**src/rtl/uart_pkg.sv**
```systemverilog
// Shared UART definitions.
// Holds the receive-state encoding exported on uart_rx_ctrl.state and the
// default frame/baud constants used as parameter defaults by the receiver.
package uart_pkg;

  localparam int UART_DATA_BITS            = 8;
  localparam int UART_DEFAULT_CLKS_PER_BIT = 434;  // 50 MHz / 115200

  typedef enum logic [2:0] {
    IDLE  = 3'b000,
    START = 3'b001,
    DATA  = 3'b010,
    STOP  = 3'b011,
    DONE  = 3'b100
  } uart_rx_state_t;

endpackage

```
**src/rtl/uart_rx_bit_timer.sv**
```systemverilog
// Bit-period timer for the UART receiver.
// Ports:
//   clk, rst   - system clock, asynchronous active-high reset
//   clear      - restart the count from zero on the next edge
//   half_tick  - count has reached the mid-point of a bit ((CLKS_PER_BIT-1)/2)
//   full_tick  - count has reached the last cycle of a bit (CLKS_PER_BIT-1)
module uart_rx_bit_timer #(
  parameter int CLKS_PER_BIT = 434
) (
  input  logic clk,
  input  logic rst,
  input  logic clear,
  output logic half_tick,
  output logic full_tick
);

  localparam int              CNT_W = $clog2(CLKS_PER_BIT);
  localparam logic [CNT_W-1:0] HALF = CNT_W'((CLKS_PER_BIT - 1) / 2);
  localparam logic [CNT_W-1:0] FULL = CNT_W'(CLKS_PER_BIT - 1);

  logic [CNT_W-1:0] clk_cnt;

  // Holds at FULL rather than wrapping; the controller always clears or
  // leaves the state on full_tick, so wrapping would never be wanted.
  always_ff @(posedge clk or posedge rst) begin
    if (rst) begin
      clk_cnt <= '0;
    end else if (clear) begin
      clk_cnt <= '0;
    end else if (clk_cnt != FULL) begin
      clk_cnt <= clk_cnt + 1'b1;
    end
  end

  assign half_tick = (clk_cnt == HALF);
  assign full_tick = (clk_cnt == FULL);

endmodule

```
**src/rtl/uart_rx_ctrl.sv**
```systemverilog
// UART 8N1 receive controller.
// Synchronizes rx_in, detects the start bit, samples each bit at mid-period,
// assembles the byte LSB-first and checks the stop bit.
// Ports:
//   clk, rst    - system clock, asynchronous active-high reset
//   rx_in       - raw serial line, idle high, asynchronous to clk
//   data_out    - last correctly received byte (held until the next good frame)
//   data_valid  - one-cycle pulse when data_out updates
//   frame_err   - one-cycle pulse when a stop bit samples low
//   busy        - high whenever the receiver is not IDLE
//   state       - current receive state encoding
module uart_rx_ctrl
  import uart_pkg::*;
#(
  parameter int CLKS_PER_BIT = UART_DEFAULT_CLKS_PER_BIT,
  parameter int DATA_BITS    = UART_DATA_BITS
) (
  input  logic                 clk,
  input  logic                 rst,
  input  logic                 rx_in,
  output logic [DATA_BITS-1:0] data_out,
  output logic                 data_valid,
  output logic                 frame_err,
  output logic                 busy,
  output logic [2:0]           state
);

  localparam logic [2:0] LAST_BIT = 3'(DATA_BITS - 1);

  uart_rx_state_t       state_q, state_next;
  logic                 rx_meta, rx_s;
  logic                 armed;
  logic [2:0]           bit_idx;
  logic [DATA_BITS-1:0] shreg;
  logic                 half_tick, full_tick, cnt_clear;
  logic                 take_bit, good_stop, bad_stop;

  // Two-flop synchronizer; idles high so reset never looks like a start bit.
  always_ff @(posedge clk or posedge rst) begin
    if (rst) begin
      rx_meta <= 1'b1;
      rx_s    <= 1'b1;
    end else begin
      rx_meta <= rx_in;
      rx_s    <= rx_meta;
    end
  end

  // The counter restarts on every state change, after each data bit, and is
  // held at zero while idle.
  assign cnt_clear = (state_next != state_q) || take_bit || (state_q == IDLE);

  uart_rx_bit_timer #(
    .CLKS_PER_BIT(CLKS_PER_BIT)
  ) u_bit_timer (
    .clk      (clk),
    .rst      (rst),
    .clear    (cnt_clear),
    .half_tick(half_tick),
    .full_tick(full_tick)
  );

  always_ff @(posedge clk or posedge rst) begin
    if (rst) begin
      state_q <= IDLE;
    end else begin
      state_q <= state_next;
    end
  end

  always_comb begin
    state_next = state_q;
    take_bit   = 1'b0;
    good_stop  = 1'b0;
    bad_stop   = 1'b0;
    case (state_q)
      IDLE:  if (!rx_s && armed) state_next = START;
      // A start bit that is high again at mid-bit was a glitch.
      START: if (half_tick) state_next = rx_s ? IDLE : DATA;
      DATA: begin
        if (full_tick) begin
          take_bit = 1'b1;
          if (bit_idx == LAST_BIT) state_next = STOP;
        end
      end
      STOP: begin
        if (full_tick) begin
          if (rx_s) begin
            state_next = DONE;
            good_stop  = 1'b1;
          end else begin
            state_next = IDLE;
            bad_stop   = 1'b1;
          end
        end
      end
      DONE:    state_next = IDLE;
      default: state_next = IDLE;
    endcase
  end

  always_ff @(posedge clk or posedge rst) begin
    if (rst) begin
      bit_idx <= '0;
    end else if (state_next != state_q) begin
      bit_idx <= '0;
    end else if (take_bit) begin
      bit_idx <= bit_idx + 1'b1;
    end
  end

  // Byte assembly; contents are don't-care until a full frame has been taken.
  always_ff @(posedge clk) begin
    if (take_bit) shreg[bit_idx] <= rx_s;
  end

  // A framing error disarms the receiver until the line has been seen high,
  // so a held-low break line cannot be read as a stream of 0x00 frames.
  always_ff @(posedge clk or posedge rst) begin
    if (rst) begin
      armed      <= 1'b1;
      data_out   <= '0;
      data_valid <= 1'b0;
      frame_err  <= 1'b0;
      busy       <= 1'b0;
    end else begin
      if (bad_stop)  armed <= 1'b0;
      else if (rx_s) armed <= 1'b1;
      if (good_stop) data_out <= shreg;
      data_valid <= good_stop;
      frame_err  <= bad_stop;
      busy       <= (state_next != IDLE);
    end
  end

  assign state = state_q;

endmodule

```
**config.mk**
```make
export PLATFORM = sky130hd
export DESIGN_NAME = uart_rx_ctrl
export DESIGN_NICKNAME = d
export VERILOG_FILES = /design/src/rtl/uart_pkg.sv /design/src/rtl/uart_rx_bit_timer.sv /design/src/rtl/uart_rx_ctrl.sv
export SDC_FILE = /design/constraint.sdc
export NUM_CORES = 1
export LEC_CHECK = 0
export CAP_MARGIN = 40
export CORE_ASPECT_RATIO = 1.5
export CORE_MARGIN = 2
export CORE_UTILIZATION = 60
export DETAILED_ROUTE_END_ITERATION = 10
export PLACE_DENSITY_LB_ADDON = 0.05
export SLEW_MARGIN = 10
export SYNTH_ARGS = -nofsm -noshare
export SYNTH_HDL_FRONTEND = slang
export SYNTH_SLANG_ARGS = --single-unit
```
**constraint.sdc**
```tcl
create_clock -name clk -period 5.26 [get_ports clk]
set_clock_uncertainty 0.05 [all_clocks]
set_input_delay 0.789 -clock clk [delete_from_list [all_inputs] [get_ports clk]]
set_output_delay 0.789 -clock clk [all_outputs]
set_load 0.02 [all_outputs]
```
**After elaboration in Yosys (flattened, before gate mapping)**

Cells that the tools add are included.

- Output and inout port bits: 14
- Register bits: 37
- Input bits: 3

- Eq/ne operators: 8
- Multiplexer cells: 25
- Order comparisons: 2
- Add/subtract/negate cells: 2
- Reduce and logical (&&, ||, !) cells: 10

Operators with widths:

| operator | number |
|---|---|
| 3-bit 2-to-1 mux | 8 |
| 9-bit 2-to-1 mux | 2 |
| 3-bit case mux with 4 select lines | 1 |
| 1-bit 2-to-1 mux | 11 |
| 9-bit by 1-bit adder with 9-bit output (second input constant) | 1 |
| 9-bit by 8-bit == test with 1-bit output (second input constant) | 1 |
| 9-bit == test (second input constant) | 1 |
| 9-bit inequality test (second input constant) | 1 |
| 8-bit bitwise mux | 1 |
| 3-bit by 2-bit == test with 1-bit output (second input constant) | 2 |
| 2-bit nonzero test | 3 |
| 3-bit by 4-bit < comparator with 1-bit output (second input constant) | 1 |
| 3-bit by 1-bit adder with 3-bit output (second input constant) | 1 |
| 1-bit demux with 3-bit select | 1 |
| 3-bit by 1-bit == test with 1-bit output (second input constant) | 1 |
| 3-bit == test (second input constant) | 1 |
| 3-bit by 1-bit greater-or-equal comparator with 1-bit output (second input constant) | 1 |
| 3-bit logical NOT | 1 |
| 3-bit inequality test | 1 |
| 3-bit nonzero test | 1 |
| 1-bit logical AND | 2 |
| 1-bit logical OR | 2 |
| 2-bit 2-to-1 mux | 1 |
| 1-bit logical NOT | 1 |

**Logic depth before layout (Yosys ltp)**

- Depth after elaboration: 8
- Depth in mapped cells: 9
- Mapped depth without buffers: 7

**Cells and area by module**

A second synthesis with hierarchy kept.

- Cells, all modules: 150
- Area, all modules: 1771.7 sq um

By module, submodules not included:

| module | cells each | area an instance (sq um) | sequential area each (sq um) | instances |
|---|---|---|---|---|
| uart_rx_ctrl | 95 | 1244.9 | 744.5 | 1 |
| uart_rx_bit_timer | 55 | 526.8 | 225.2 | 1 |

**Least setup slack after synthesis**

No wires, ideal clock.

- Path kind: flip-flop to flip-flop
- Start: reg u_bit_timer.clk_cnt[0]
- End: reg u_bit_timer.clk_cnt[0]
- Path slack: 3061 ps
- Arrival: 2063 ps
- Period minus slack after synthesis: 2199 ps
- Cell stages (with the launch flop): 9
- Data required time: 5123 ps
- Cell sequence: dfrtp_1 > inv_1 > ha_1 > nand4bb_1 > or4_4 > a31o_1 > or3_1 > buf_6 > a211oi_2

- Cells in the longest elaborated chain, start to end: 7
- Elaborated cells on any way between the ends: 16
- Classes of those cells: 1 x add/sub; 4 x eq/ne; 8 x mux; 3 x reduce/logical

RTL lines:

| what | line | source |
|---|---|---|
| start: declaration | uart_rx_bit_timer.sv:21 | `logic [CNT_W-1:0] clk_cnt;` |
| start signal: assignment | uart_rx_bit_timer.sv:31 | `clk_cnt <= clk_cnt + 1'b1;` |
| 9-bit == test / 9-bit by 8-bit == test with 1-bit output (equally long branches) | uart_rx_bit_timer.sv:36, uart_rx_bit_timer.sv:35 |  |
| 3-bit 2-to-1 mux, on equally long branches | uart_rx_ctrl.sv:87, uart_rx_ctrl.sv:79, uart_rx_ctrl.sv:81 |  |
| 3-bit case mux with 4 select lines | uart_rx_ctrl.sv:76 | `case (state_q)` |
| 3-bit inequality test | uart_rx_ctrl.sv:51 | `assign cnt_clear = (state_next != state_q) \|\| take_bit \|\| (state_q == IDLE);` |
| 1-bit logical OR (2 in a row) | uart_rx_ctrl.sv:51 |  |
| 9-bit 2-to-1 mux / 2-bit nonzero test (equally long branches) | -- |  |

Parallel ways exist; a longest one is shown, timed or not. The select of a mux whose other input is x is not followed.
A chain may end at the register's enable or synchronous reset.

**Worst setup path after layout**

- Start: reg u_bit_timer.clk_cnt[0]
- End: reg u_bit_timer.clk_cnt[4]

The elaborated chain is that of the path after synthesis.

==> reports/qor.yml <==
outcome: "finished clean"
fin_ws_ns: 2.83
syn_to_final_growth_pct: 16.8
cts_hold_buffers: 0
synth-main-ff-cell: "dfrtp_1"
period_share_pct: 46.2
worst_slew_pin_slew_ns: 0.630
final_antenna_net_count: 0
htreeDepth: 2
antenna_cells: 0
dieHeight_um: 69.9
port_buffers: 16
avgSynthCellArea_um2: 11.7
io_pins: 17
end_kind: "register"
setup-tns-final_ns: 0
clk_pin_slew_worst_paths_ns: 0.07
cp.arrival_ns: 2.59
synth.top_cell.area_share_pct: 37.5
ys_async_sr_fraction_pct: 78.4
maxCapViolCount: 0
path_delay_family: "simple AND/OR/NAND/NOR gates"
yosys_warnings: 0
grt_overflow_total: 0
rsz0062_at_grt: "no"
finalSetupViolCount: 0
synth.distinct_cells: 34
yosysMostFrequentCell: "dfrtp_1"
clock_latency_ns: 0.29
pre_cts_slack_ns: 2.83
syn_inst: 148
placed_area_um2: 1920
core_area_um2: 2710
die_width_um: 47.9
cp_cell_sequence: "inv_1, ha_1, nand4bb_1, or4_4, a31o_1, or3_1, a211oi_2"
vdd_drop_max_mv: 0.279
syn_area_um2: 1740
antenna_found_initial: 0
nNetsFinal: 173
routedWlPerCell_um: 15.0
synth_edf_count: 8
slew_viol_final: 0
synth_nets: 156
clock_path_buffers: 2
num_rows: 23
post_cts_buffers: 0
critPathLaunchType: "register"
cts.sinks: 37
routed_wl_mm: 3.04
path_max_fanout: 7
yosysTopAreaCell: "dfrtp_1"
drtIter0Drc: 34
cts_tree: "yes"
drtPass1Iterations: 4
grt_max_degree: 17
hold_viol: 0
path_buf_inv: 1
grt.total_usage_pct: 22.2
crit_path_max_incr_delay_ns: 0.53
yosysSeqAreaShare_pct: 55.9
start_util_pct: 64.2
p_leak_nw: 0.813
hold_path_class: "reg -> reg"
cts_buffers: 5
vias: 1128
drcViolationCount: 0
period_needed_ns: 2.43
grt_pass1_wl_mm: 5.28
root_buffer: "clkbuf_8"
cp_slowest_cell: "or3_1"
die_area_um2: 3350
routabilityCongestion: 0.781
final_cell_area_um2: 2030
cp.required_ns: 5.42
ys_seq_elements: 37
cts_resized: 0
synth.area.top_cells: "dfrtp_1 37%, edfxtp_1 14%, mux2_2 5.8%"
drive_gt1_share_pct: 16.9
dpl.hpwl_mm: 2.20
clock.fmax_ghz: 0.412
criticalPathCategory: "reg -> reg"
relSlewSlack_pct: 57.9
powerDensity_nw_per_um2: 327
netlist_top_cells_count: "26 x dfrtp_1, 18 x nor2_1, 10 x nand2_1, 9 x inv_1, 9 x mux2_2"
grt_pass1_vias: 1182
via_per_inst: 5.56
## state kept, by name, summed over array words and instances (netlist names), 3 cells and up
register             flops
bit_idx                  3
data_out                 8
shreg                    8
state                    3
u_bit_timer.clk_cnt      9
## kinds of logic after synthesis
family	count (synthesis)	share of synthesized area [%]
mux	11	6.99
simple gates	53	16.1
flops	37	55.9
xor+xnor	8	4.04
fa+ha+maj	5	3.60
compound gates	18	9.30
buf+inv	16	4.04
## layer usage
layer,wire (um),track usage [%]
met5,0,0
met3,93,8.27
met4,52,9.01
met1,1170,24.3
met2,1720,36.4
## metrics by stage
stage	power [mW]	hold WS [ns]	util (%)	cells
floorplan	0.405	0.295	-	148
global placement	0.423	0.297	70.4	194
detailed placement	0.433	0.304	71.0	195
CTS	0.666	0.317	74.9	203
global route	0.691	0.321	74.9	203
finish	0.663	0.317	74.9	203
## cell usage in the layout (no fill, tap or decap)
cell,n
nor4b_1,2
xnor2_1,6
mux2i_1,2
nor4bb_1,1
a31o_1,1
mux2_2,9
or3_1,2
nor2_1,18
clkbuf_1,1
clkdlybuf4s50_1,16
o21ai_2,1
nand4bb_1,2
nand2b_1,4
a21oi_1,5
a211oi_2,7
o2111ai_1,1
nand3_1,3
nor4_1,1
dfstp_2,3
dfrtp_1,26
inv_1,9
a211oi_1,1
or2_1,1
buf_8,1
nand2_1,10
or4_4,1
clkbuf_8,5
or4_1,2
o31ai_1,1
ha_1,5
edfxtp_1,8
xor2_1,2
o211ai_1,1
nand4b_1,1
clkinv_1,1
nor3_1,5
bufinv_16,1
## worst register-to-register path, delay by kind of cell, from the launching register on
kind | cells | cell delay, ns
simple gates | 3 | 1.07
compound gates | 2 | 0.55
flops | 1 | 0.42
fa+ha+maj | 1 | 0.15
buf+inv | 1 | 0.11
## final timing paths
path	startpoint	endpoint	slack (ns)	cells after the start
min reg2reg	rx_meta	rx_s	0.32	0
max reg2reg	u_bit_timer.clk_cnt[0]	u_bit_timer.clk_cnt[4]	2.83	7
min	rx_meta	rx_s	0.32	0
max in group asynchronous	rst	armed	3.73	3
min in group asynchronous	rst	u_bit_timer.clk_cnt[5]	0.82	2
max	u_bit_timer.clk_cnt[0]	u_bit_timer.clk_cnt[4]	2.83	7
## cell type report
| type | count | area, um^2 |
|---|---|---|
| clock buffers | 6 | 72.6 |
| clock inverters | 2 | 33.8 |
| fillers | 197 | 678 |
| inverters | 9 | 33.8 |
| multi-input cells | 95 | 696 |
| flip-flops and latches | 37 | 970 |
| well taps | 37 | 46.3 |
| repair buffers | 17 | 175 |
## power by group
part           leakage [nW]  internal, mW  total (mW)  switching [mW]
combinational         0.306        0.0431      0.0977          0.0546
clock                0.0528         0.140       0.236          0.0962
sequential            0.454         0.310       0.329          0.0194
total                 0.813         0.493       0.663           0.170
Note: power is estimated with default switching activity, not from simulation.
